[config.mk]
export PLATFORM = sky130hd
export DESIGN_NAME = tone_poly_gen
export DESIGN_NICKNAME = d
export VERILOG_FILES = /design/src/rtl/tone_poly_pkg.sv /design/src/rtl/tone_voice.sv /design/src/rtl/tone_poly_gen.sv
export SDC_FILE = /design/constraint.sdc
export NUM_CORES = 1
export LEC_CHECK = 0
export ABC_AREA = 0
export CAP_MARGIN = 20
export CORE_AREA = 8 8 224 226
export DETAILED_ROUTE_END_ITERATION = 6
export DIE_AREA = 0 0 232 234
export PLACE_DENSITY = 0.49
export SLEW_MARGIN = 0
export SYNTH_ARGS = -nofsm -noshare
export SYNTH_HDL_FRONTEND = slang
export SYNTH_SLANG_ARGS = --single-unit
[constraint.sdc]
create_clock -name clk1 -period 4.2 [get_ports clk1]
set_clock_uncertainty 0.05 [all_clocks]
set_input_delay 0.63 -clock clk1 [delete_from_list [all_inputs] [get_ports clk1]]
set_output_delay 0.63 -clock clk1 [all_outputs]
set_load 0.005 [all_outputs]
[src/rtl/tone_poly_pkg.sv]
// tone_poly_pkg: note frequencies, rest code and elaboration-time helpers for the tone generator.
// Latency: none; holds constants and functions that are evaluated at elaboration only.
// Backpressure: none.
package tone_poly_pkg;

    // C4, D4, E4, F4, G4, A4, B4, C5 in Hz
    localparam int unsigned NOTE_FREQ [8] = '{261, 293, 329, 349, 392, 440, 493, 523};

    // Note codes at or above this value are rests
    localparam logic [3:0] NOTE_REST = 4'd8;

    // Half period in clocks, rounded to nearest (the +f term does the rounding)
    function automatic int unsigned note_half(input int unsigned clk_hz, input logic [2:0] idx);
        return (clk_hz + NOTE_FREQ[idx]) / (2 * NOTE_FREQ[idx]);
    endfunction

    // Clocks per millisecond
    function automatic int unsigned ms_div(input int unsigned clk_hz);
        return clk_hz / 1000;
    endfunction

endpackage

[src/rtl/tone_voice.sv]
// tone_voice: one square-wave voice with half-period phase counter and millisecond duration counter.
// Latency: busy rises the cycle after load; done pulses one cycle after the final ms tick (or after one busy cycle for zero length).
// Backpressure: load must only be asserted while busy is low; the parent gates it with busy.
module tone_voice
    import tone_poly_pkg::*;
#(
    parameter int unsigned CNT_W = 17,
    parameter int unsigned DUR_W = 16
) (
    input  logic             clk,
    input  logic             rst_n,
    input  logic             ms_tick,
    input  logic             load,
    input  logic [CNT_W-1:0] load_half,
    input  logic             load_rest,
    input  logic [DUR_W-1:0] load_dur,
    output logic             tone_out,
    output logic             busy,
    output logic             done
);

    logic [CNT_W-1:0] phase_q, phase_d;
    logic [CNT_W-1:0] half_q,  half_d;
    logic [DUR_W-1:0] rem_q,   rem_d;
    logic             rest_q,  rest_d;
    logic             busy_q,  busy_d;
    logic             tone_q,  tone_d;
    logic             done_q,  done_d;

    // Next state: load a note, finish it, or advance the phase and duration counters
    always_comb begin
        phase_d = phase_q;
        half_d  = half_q;
        rem_d   = rem_q;
        rest_d  = rest_q;
        busy_d  = busy_q;
        tone_d  = tone_q;
        done_d  = 1'b0;
        if (load) begin
            half_d  = load_half;
            rem_d   = load_dur;
            rest_d  = load_rest;
            phase_d = '0;
            tone_d  = 1'b0;
            busy_d  = 1'b1;
        end else if (busy_q) begin
            // Zero length finishes after a single busy cycle; otherwise the tick seen at rem=1 ends it
            if ((rem_q == '0) || (ms_tick && (rem_q == DUR_W'(1)))) begin
                busy_d  = 1'b0;
                tone_d  = 1'b0;
                done_d  = 1'b1;
                phase_d = '0;
            end else begin
                if (ms_tick) begin
                    rem_d = rem_q - 1'b1;
                end
                if (!rest_q) begin
                    if (phase_q == half_q - 1'b1) begin
                        phase_d = '0;
                        tone_d  = ~tone_q;
                    end else begin
                        phase_d = phase_q + 1'b1;
                    end
                end
            end
        end
    end

    // Voice state registers; reset aborts any note without a done pulse
    always_ff @(posedge clk or negedge rst_n) begin
        if (!rst_n) begin
            phase_q <= '0;
            half_q  <= '0;
            rem_q   <= '0;
            rest_q  <= 1'b0;
            busy_q  <= 1'b0;
            tone_q  <= 1'b0;
            done_q  <= 1'b0;
        end else begin
            phase_q <= phase_d;
            half_q  <= half_d;
            rem_q   <= rem_d;
            rest_q  <= rest_d;
            busy_q  <= busy_d;
            tone_q  <= tone_d;
            done_q  <= done_d;
        end
    end

    assign tone_out = tone_q;
    assign busy     = busy_q;
    assign done     = done_q;

endmodule

[src/rtl/tone_poly_gen.sv]
// tone_poly_gen: NUM_CH-voice square-wave note player with shared ms prescaler; optional mix via TONE_POLY_MIX_EN.
// Latency: accepted command shows busy next cycle; mix_out is one registered cycle behind tone_out.
// Backpressure: cmd_ready = ~busy of the selected voice; a stalled command has no side effects.
module tone_poly_gen
    import tone_poly_pkg::*;
#(
    parameter int unsigned CLK_HZ = 50_000_000,
    parameter int unsigned NUM_CH = 4,
    parameter int unsigned CNT_W  = 17,
    parameter int unsigned DUR_W  = 16,
    localparam int unsigned CH_W  = (NUM_CH > 1) ? $clog2(NUM_CH) : 1
) (
    input  logic              clk1,
    input  logic              reset,
    input  logic              cmd_valid,
    output logic              cmd_ready,
    input  logic [CH_W-1:0]   cmd_ch,
    input  logic [3:0]        cmd_note,
    input  logic [DUR_W-1:0]  cmd_dur_ms,
    output logic [NUM_CH-1:0] tone_out,
    output logic [NUM_CH-1:0] busy,
    output logic [NUM_CH-1:0] done,
    output logic              mix_out,
    output logic              ground
);

    localparam int unsigned MS_DIV = ms_div(CLK_HZ);
    localparam int unsigned PS_W   = (MS_DIV > 1) ? $clog2(MS_DIV) : 1;

    logic [PS_W-1:0]  ps_q, ps_d;
    logic             ms_tick;
    logic             accept;
    logic [CNT_W-1:0] half_tbl [8];
    logic [CNT_W-1:0] load_half;
    logic             load_rest;

    // Free-running millisecond prescaler; ms_tick marks the wrap cycle
    always_comb begin
        ms_tick = (ps_q == PS_W'(MS_DIV - 1));
        ps_d    = ms_tick ? '0 : ps_q + 1'b1;
    end

    // Prescaler register
    always_ff @(posedge clk1 or negedge reset) begin
        if (!reset) begin
            ps_q <= '0;
        end else begin
            ps_q <= ps_d;
        end
    end

    // Half-period table fixed at elaboration from the clock frequency
    for (genvar n = 0; n < 8; n++) begin : g_tbl
        localparam int unsigned HALF = note_half(CLK_HZ, 3'(n));
        assign half_tbl[n] = CNT_W'(HALF);
    end

    // Command decode; a channel index beyond NUM_CH is never accepted
    always_comb begin
        cmd_ready = 1'b0;
        if (32'(cmd_ch) < NUM_CH) begin
            cmd_ready = ~busy[cmd_ch];
        end
        accept    = cmd_valid & cmd_ready;
        load_half = half_tbl[cmd_note[2:0]];
        load_rest = (cmd_note >= NOTE_REST);
    end

    for (genvar i = 0; i < NUM_CH; i++) begin : g_voice
        tone_voice #(
            .CNT_W (CNT_W),
            .DUR_W (DUR_W)
        ) u_voice (
            .clk       (clk1),
            .rst_n     (reset),
            .ms_tick   (ms_tick),
            .load      (accept && (cmd_ch == CH_W'(i))),
            .load_half (load_half),
            .load_rest (load_rest),
            .load_dur  (cmd_dur_ms),
            .tone_out  (tone_out[i]),
            .busy      (busy[i]),
            .done      (done[i])
        );
    end

`ifdef TONE_POLY_MIX_EN
    localparam int unsigned ACC_W = $clog2(NUM_CH) + 2;

    logic [ACC_W-1:0] acc_q, acc_d;
    logic [ACC_W-1:0] pop;
    logic [ACC_W-1:0] sum;
    logic             mix_q, mix_d;

    // First-order delta-sigma of the number of voices currently high
    always_comb begin
        pop = '0;
        for (int i = 0; i < NUM_CH; i++) begin
            pop = pop + ACC_W'(tone_out[i]);
        end
        sum   = acc_q + pop;
        acc_d = sum;
        mix_d = 1'b0;
        if (sum >= ACC_W'(NUM_CH)) begin
            acc_d = sum - ACC_W'(NUM_CH);
            mix_d = 1'b1;
        end
    end

    // Mixer accumulator and registered 1-bit output
    always_ff @(posedge clk1 or negedge reset) begin
        if (!reset) begin
            acc_q <= '0;
            mix_q <= 1'b0;
        end else begin
            acc_q <= acc_d;
            mix_q <= mix_d;
        end
    end

    assign mix_out = mix_q;
`else
    assign mix_out = 1'b0;
`endif

    assign ground = 1'b0;

endmodule

* Word level (Yosys, flattened, before mapping)
Memory sizes are Yosys's and may differ from the RTL's.
Cells that the tools add are included.
** Storage, ports and cells
- Input port bits :: 25
- Output and inout bits :: 15
- Memories :: 1
- Bits in registers :: 232
- ROM bits :: 136
** Operators by class
- $add $sub $neg :: 13
- Reduce and logical (&&, ||, !) cells :: 41
- Magnitude comparators :: 3
- Equality and inequality tests :: 20
- Multiplexer cells :: 85
- Bitwise operators :: 7
** Memory list
- (name not given) :: depth 8, bits a word 17, rd ports 1, clocked after memory_dff 0, wr ports 0, RTL line tone_poly_gen.sv:65 : load_half = half_tbl[cmd_note[2:0]];
** Operators by type and width (count)
- $mux W17 :: 22
- $mux W16 :: 17
- $add A17 B1 Y17 const B :: 4
- $eq A17 B17 Y1 :: 4
- $sub A17 B1 Y17 const B :: 4
- $eq A16 B1 Y1 const B :: 4
- $logic_not A16 Y1 :: 4
- $sub A16 B1 Y16 const B :: 4
- $mux W1 :: 45
- $reduce_and A3 Y1 :: 8
- $add A16 B1 Y16 const B :: 1
- $eq A16 B16 Y1 const B :: 1
- $reduce_bool A2 Y1 :: 8
- $ne A3 B2 Y1 const B :: 4
- $reduce_bool A3 Y1 :: 4
- $ge A4 B4 Y1 const B :: 2
- $logic_and A1 B1 Y1 :: 8
- $ne A2 B1 Y1 const B :: 4
- $reduce_and A2 Y1 :: 4
- $not A1 Y1 :: 5
- $eq A2 B2 Y1 const B :: 2
- $logic_or A1 B1 Y1 :: 4
- $not A3 Y4 :: 1
- $lt A2 B3 Y1 const B :: 1
- 4 further kinds :: 4

* Longest topological paths before layout
- Depth after elaboration :: 7
- Mapped depth :: 12
- Gate-level depth less buffers :: 10

* Hierarchy
Synthesis repeated with hierarchy kept, for this count alone.
** Unflattened totals
- Cells, all modules :: 1467
- Area total of the unflattened synthesis :: 13885.8 µm²
** Modules (own cells, without submodules)
- tone_voice at g_voice[0].u_voice ... :: instances 3, area an instance 3190.6 µm², cells each 338
- tone_voice at g_voice[3].u_voice :: instances 1, area an instance 3229.3 µm², cells each 337
- tone_poly_gen :: instances 1, area an instance 1084.8 µm², cells each 116

* Worst setup path before layout
OpenSTA, ideal clock, no wires.
- Path type :: reg-to-reg
- Start :: register g_voice[0].u_voice.half_q[0]
- End :: register g_voice[0].u_voice.tone_q
- Buffers on the path :: 1
- Stages on the path, launching flop included :: 12
- Period minus slack after synthesis :: 2.994 ns
- Slack :: 1.206 ns
- Required time :: 4.067 ns
- Library setup time :: 0.083 ns
- Arrival time :: 2.862 ns
- Cells stage by stage :: dfrtp_1 -> inv_1 -> ha_1 -> nor4b_4 -> nand3_2 -> or4b_1 -> a31oi_1 -> o211ai_1 -> or4_4 -> buf_6 -> o32a_1 -> o21ai_0
** Between the ends
- Word-level cells in the longest chain between the ends :: 4
** RTL lines
- start: declaration :: RTL line tone_voice.sv:23 : logic [CNT_W-1:0] half_q, half_d;
- start signal: assignment :: RTL line tone_voice.sv:81 : half_q <= half_d;
- $sub A17 B1 Y17 :: RTL line tone_voice.sv:58 : if (phase_q == half_q - 1'b1) begin
- $eq A17 B17 Y1 :: RTL line tone_voice.sv:58
- $reduce_bool A3 Y1 (no source line)
- $reduce_and A3 Y1 (no source line)
- end signal: assignment :: RTL line tone_voice.sv:85 : tone_q <= tone_d;
- end: declaration :: RTL line tone_voice.sv:27 : logic tone_q, tone_d;
No other way between the ends.
A chain may end at the register's enable or synchronous reset.

* Final worst setup path
- Start :: register g_voice[0].u_voice.half_q[0]
- End :: register g_voice[0].u_voice.phase_q[15]
** Between the ends
- Word-level cells in the longest chain between the ends :: 7
** RTL lines
- $sub A17 B1 Y17 :: RTL line tone_voice.sv:58
- $eq A17 B17 Y1 :: RTL line tone_voice.sv:58
- $mux W17 :: RTL line tone_voice.sv:58
- $mux W17 :: RTL line tone_voice.sv:57 : if (!rest_q) begin
- $mux W17 :: RTL line tone_voice.sv:48 : if ((rem_q == '0) || (ms_tick && (rem_q == DUR_W'(1)))) begin
- $mux W17 :: RTL line tone_voice.sv:46 : end else if (busy_q) begin
- $mux W17 :: RTL line tone_voice.sv:39 : if (load) begin
- end signal: assignment :: RTL line tone_voice.sv:80 : phase_q <= phase_d;
- end: declaration :: RTL line tone_voice.sv:22 : logic [CNT_W-1:0] phase_q, phase_d;
No other way between the ends. The select of a mux whose other input is x is not followed.

==> summary.md <==
| Metric | Value |
|---|---|
| Outcome | `completed` |
| Slowest cell on crit path | `or4b_1` |
| CP Buf/Inv Count | `2` |
| Chip height | `about 230 um` |
| CTS tree | `yes` |
| Vias in the first global route | `approximately 11000` |
| Overall global routing resource usage | `a little over an eighth` |
| Ant. Diodes | `0` |
| Wirelength per Cell | `around 16 um` |
| Power after layout | `approximately 0.0057 W` |
| Synth warnings | `0` |
| Area growth, synth to finish | `14.1%` |
| Power Density | `approximately 360 nW/um2` |
| Top post-synthesis cells by area | `dfrtp_1, xnor2_1, nand2_1` |
| Final std cells w/o fill | `approximately 2200` |
| Residual DRC count | `0` |
| FF+latch count, synth | `roughly 230` |
| Final Critical Period | `around 3.4 ns` |
| Port bufs | `37` |
| Worst EP required | `4.61 ns` |
| Total clock sinks | `roughly 230` |
| IO Pins | `40` |
| Top cell family by delay on the critical path | `simple AND/OR/NAND/NOR gates` |
| Core ar. | `about 47000 um2` |
| Site Rows | `80` |
| H-tree lvl count | `1` |
| Netlist cell types | `77` |
| Setup total negative slack | `0 ns` |
| RSZ-0062 raised after global routing | `false` |
| First-pass GRT wire length | `60000 um` |
| Seq/Total Area, Yosys | `between 40% and 50%` |
| LEAKAGE | `6.37 nW` |
| Initial Util | `between 20% and 30%` |
| Routed WL | `36500 um` |
| Maximum vdd drop | `roughly 0.00030 V` |
| Root Driver | `clkbuf_16` |
| Clk slew on worst S/H paths | `0.06 ns` |
| Clock Latency Late Sink | `between 0.5 and 0.6 ns` |
| Fin Hold WS | `0.411 ns` |
| # fillers | `4913` |
| CP Class | `reg2reg` |
| Slew Limit Fails | `0` |
| Final setup viols | `0` |
| Vias after detailed routing | `about 11000` |
| Final Cycle Share | `81.9%` |
| Most numerous cell in the Yosys netlist | `dfrtp_1` |
| Multi-input gate area | `7440 um2` |
| Synth top cells by count | `dfrtp_1, nand2_1, o21ai_0` |
| Gpl congestion | `roughly 0.80` |
| Ys flop type | `dfrtp_1` |
| Setup crit end kind | `flip-flop` |
| Async S/R FF share, synth | `between 90% and 100%` |
| Synth Area per Inst | `about 8.7 um2` |
| Max-Slew Margin vs Limit | `between 30% and 40%` |
| Synthesized cell area | `about 14000 um2` |
| Path category of the worst min-delay check | `reg2reg` |
| CTS Buffer Depth | `3` |
| Post-DP HPWL | `26200 um` |
| Area of the die | `about 54000 um2` |
| Max-Cap Viols | `0` |
| Die Wd | `about 230 um` |
| Antenna viol nets, final | `0` |
| Worst-path cell chain | `inv_1 > ha_1 > nor4b_4 > nand3_2 > or4b_1 > a31oi_1 > o211ai_1 > nor4_1 > buf_4 > nor2_1 > a221o_1` |
| Worst-Margin Slew | `roughly 1.0 ns` |
| Crit path DAT | `~3.9 ns` |
| Fin. Hold Viols | `0` |
| Post-synth top area share | `between 40% and 50%` |
| Setup slack at placement | `0.724 ns` |
| Worst-path fanout max | `9` |
| Drt first pass iters | `5` |
| CP startpoint kind | `flip-flop` |
| CTS Buf Count | `29` |
| Largest net degree at the start of global routing | `82` |
| Dpl cells | `2164` |
| Post-CTS Setup Inserts | `0` |
| Vias per cell | `about 5` |
| Achievable Freq | `~290 MHz` |
| EDFF count, synth | `0` |
| Worst stage delay on the critical path | `roughly 0.49 ns` |
| Post-Synthesis Cells | `approximately 1600` |
| Top cell type by total area after synthesis | `dfrtp_1` |
| Number of DRC markers in iteration 0 | `~500` |
| Nets | `approximately 1600` |
| Initial antenna violation count | `1` |
| Final setup margin | `~0.76 ns` |
| GRT overflow | `0` |
| Share of cells above drive strength 1 | `under 10%` |
| Register area | `a little under 6000 um2` |
cells by family (layout without fill, tap and decap cells):
logic type	after synthesis	after routing	synth area share (%)
simple gates	687	687	25.3
compound gates	309	309	13.7
flops	232	232	42.0
xor+xnor	177	177	11.2
buf+inv	134	156	4.24
fa+ha+maj	23	23	2.08
mux	17	17	1.38
other cells	1	2	0.0272
worst register-to-register path, cell delays in order (launching register included):
cell and delay, ns:
dfrtp_1 0.42, inv_1 0.10, ha_1 0.29, nor4b_4 0.31, nand3_2 0.15, or4b_1 0.49
a31oi_1 0.15, o211ai_1 0.15, nor4_1 0.49, buf_4 0.25, nor2_1 0.12, a221o_1 0.35
cell type report:
cell class,instances,area share (%)
Tap cell,615,4.88
Multi-Input combinational cell,1215,47.2
Sequential cell,232,36.8
Clock inverter,17,1.30
Timing Repair Buffer,56,3.46
Clock buffer,36,5.15
Inverter,47,1.12
registers in the layout (all words and copies together) (netlist names):
signal / cells
g_voice.u_voice.busy: 4
g_voice.u_voice.done: 4
g_voice.u_voice.half_q: 68
g_voice.u_voice.phase_q: 68
g_voice.u_voice.rem_q: 64
g_voice.u_voice.rest_q: 4
g_voice.u_voice.tone_out: 4
ps_q: 16
final timing paths:
| kind | from | to | slack [ns] | cells after the start |
|---|---|---|---|---|
| max | g_voice[0].u_voice.half_q[0] | g_voice[0].u_voice.phase_q[15] | 0.76 | 11 |
| min | ps_q[0] | ps_q[0] | 0.41 | 1 |
| max reg2reg | g_voice[0].u_voice.half_q[0] | g_voice[0].u_voice.phase_q[15] | 0.76 | 11 |
| min reg2reg | ps_q[0] | ps_q[0] | 0.41 | 1 |
| max in group asynchronous | reset | g_voice[3].u_voice.half_q[15] | 2.63 | 3 |
| min in group asynchronous | reset | g_voice[1].u_voice.rem_q[11] | 0.57 | 2 |
where the power goes:
part / switching [W] / leakage [nW] / internal [W]
logic: 0.000344 / 3.03 / 0.000263
clock network: 0.00102 / 0.507 / 0.00161
registers: 0.000156 / 2.83 / 0.00233
metal layers:
layer | GRT usage, % | up-vias | wire [um]
li1 | - | 5548 | -
met1 | 18.3 | 5420 | 17500
met2 | 22.6 | 142 | 17100
met3 | 2.37 | 47 | 1290
met4 | 2.99 | 2 | 665
met5 | 0 | - | 12
timing repair:
item / CTS / global route
gates resized for setup: 0 / 0
hold endpoints to repair: 3 / 0
hold buffers: 1 / 0
layout by cell type (no fill, tap or decap), types with 7 or more instances in the layout:
cell type        Yosys  final
buf_4               15     16
and3_1              31     31
o211ai_1            11     11
nand2_1            216    216
inv_1               47     47
clkdlybuf4s50_1      0     36
xnor2_1            106    106
or2_2               10     10
a21oi_1             57     57
clkinv_2             0     10
nor3_1              63     62
xor2_1              71     71
nand3_1             45     45
nor2b_1             16     16
or4_1               15     15
nor2_1             136    136
a31oi_1             12     12
dfrtp_1            232    232
nand3b_1             7      7
ha_1                23     23
nor4_1              29     29
or3_1               21     21
a22o_1              12     12
and2_1               8      8
nand4_1             29     29
o21ai_0            148    148
nand2b_1            19     19
mux2i_1             10     10
clkbuf_16            0     29
through the flow:
stage          area (um2)  util (%)
4_1_cts             15800      33.6
3_5_place_dp        14700      31.4
3_3_place_gp        14700      31.4
2_1_floorplan       13800         -
6_report            15800      33.6
5_1_grt             15800      33.6
Power figures use the tool's default switching activity.
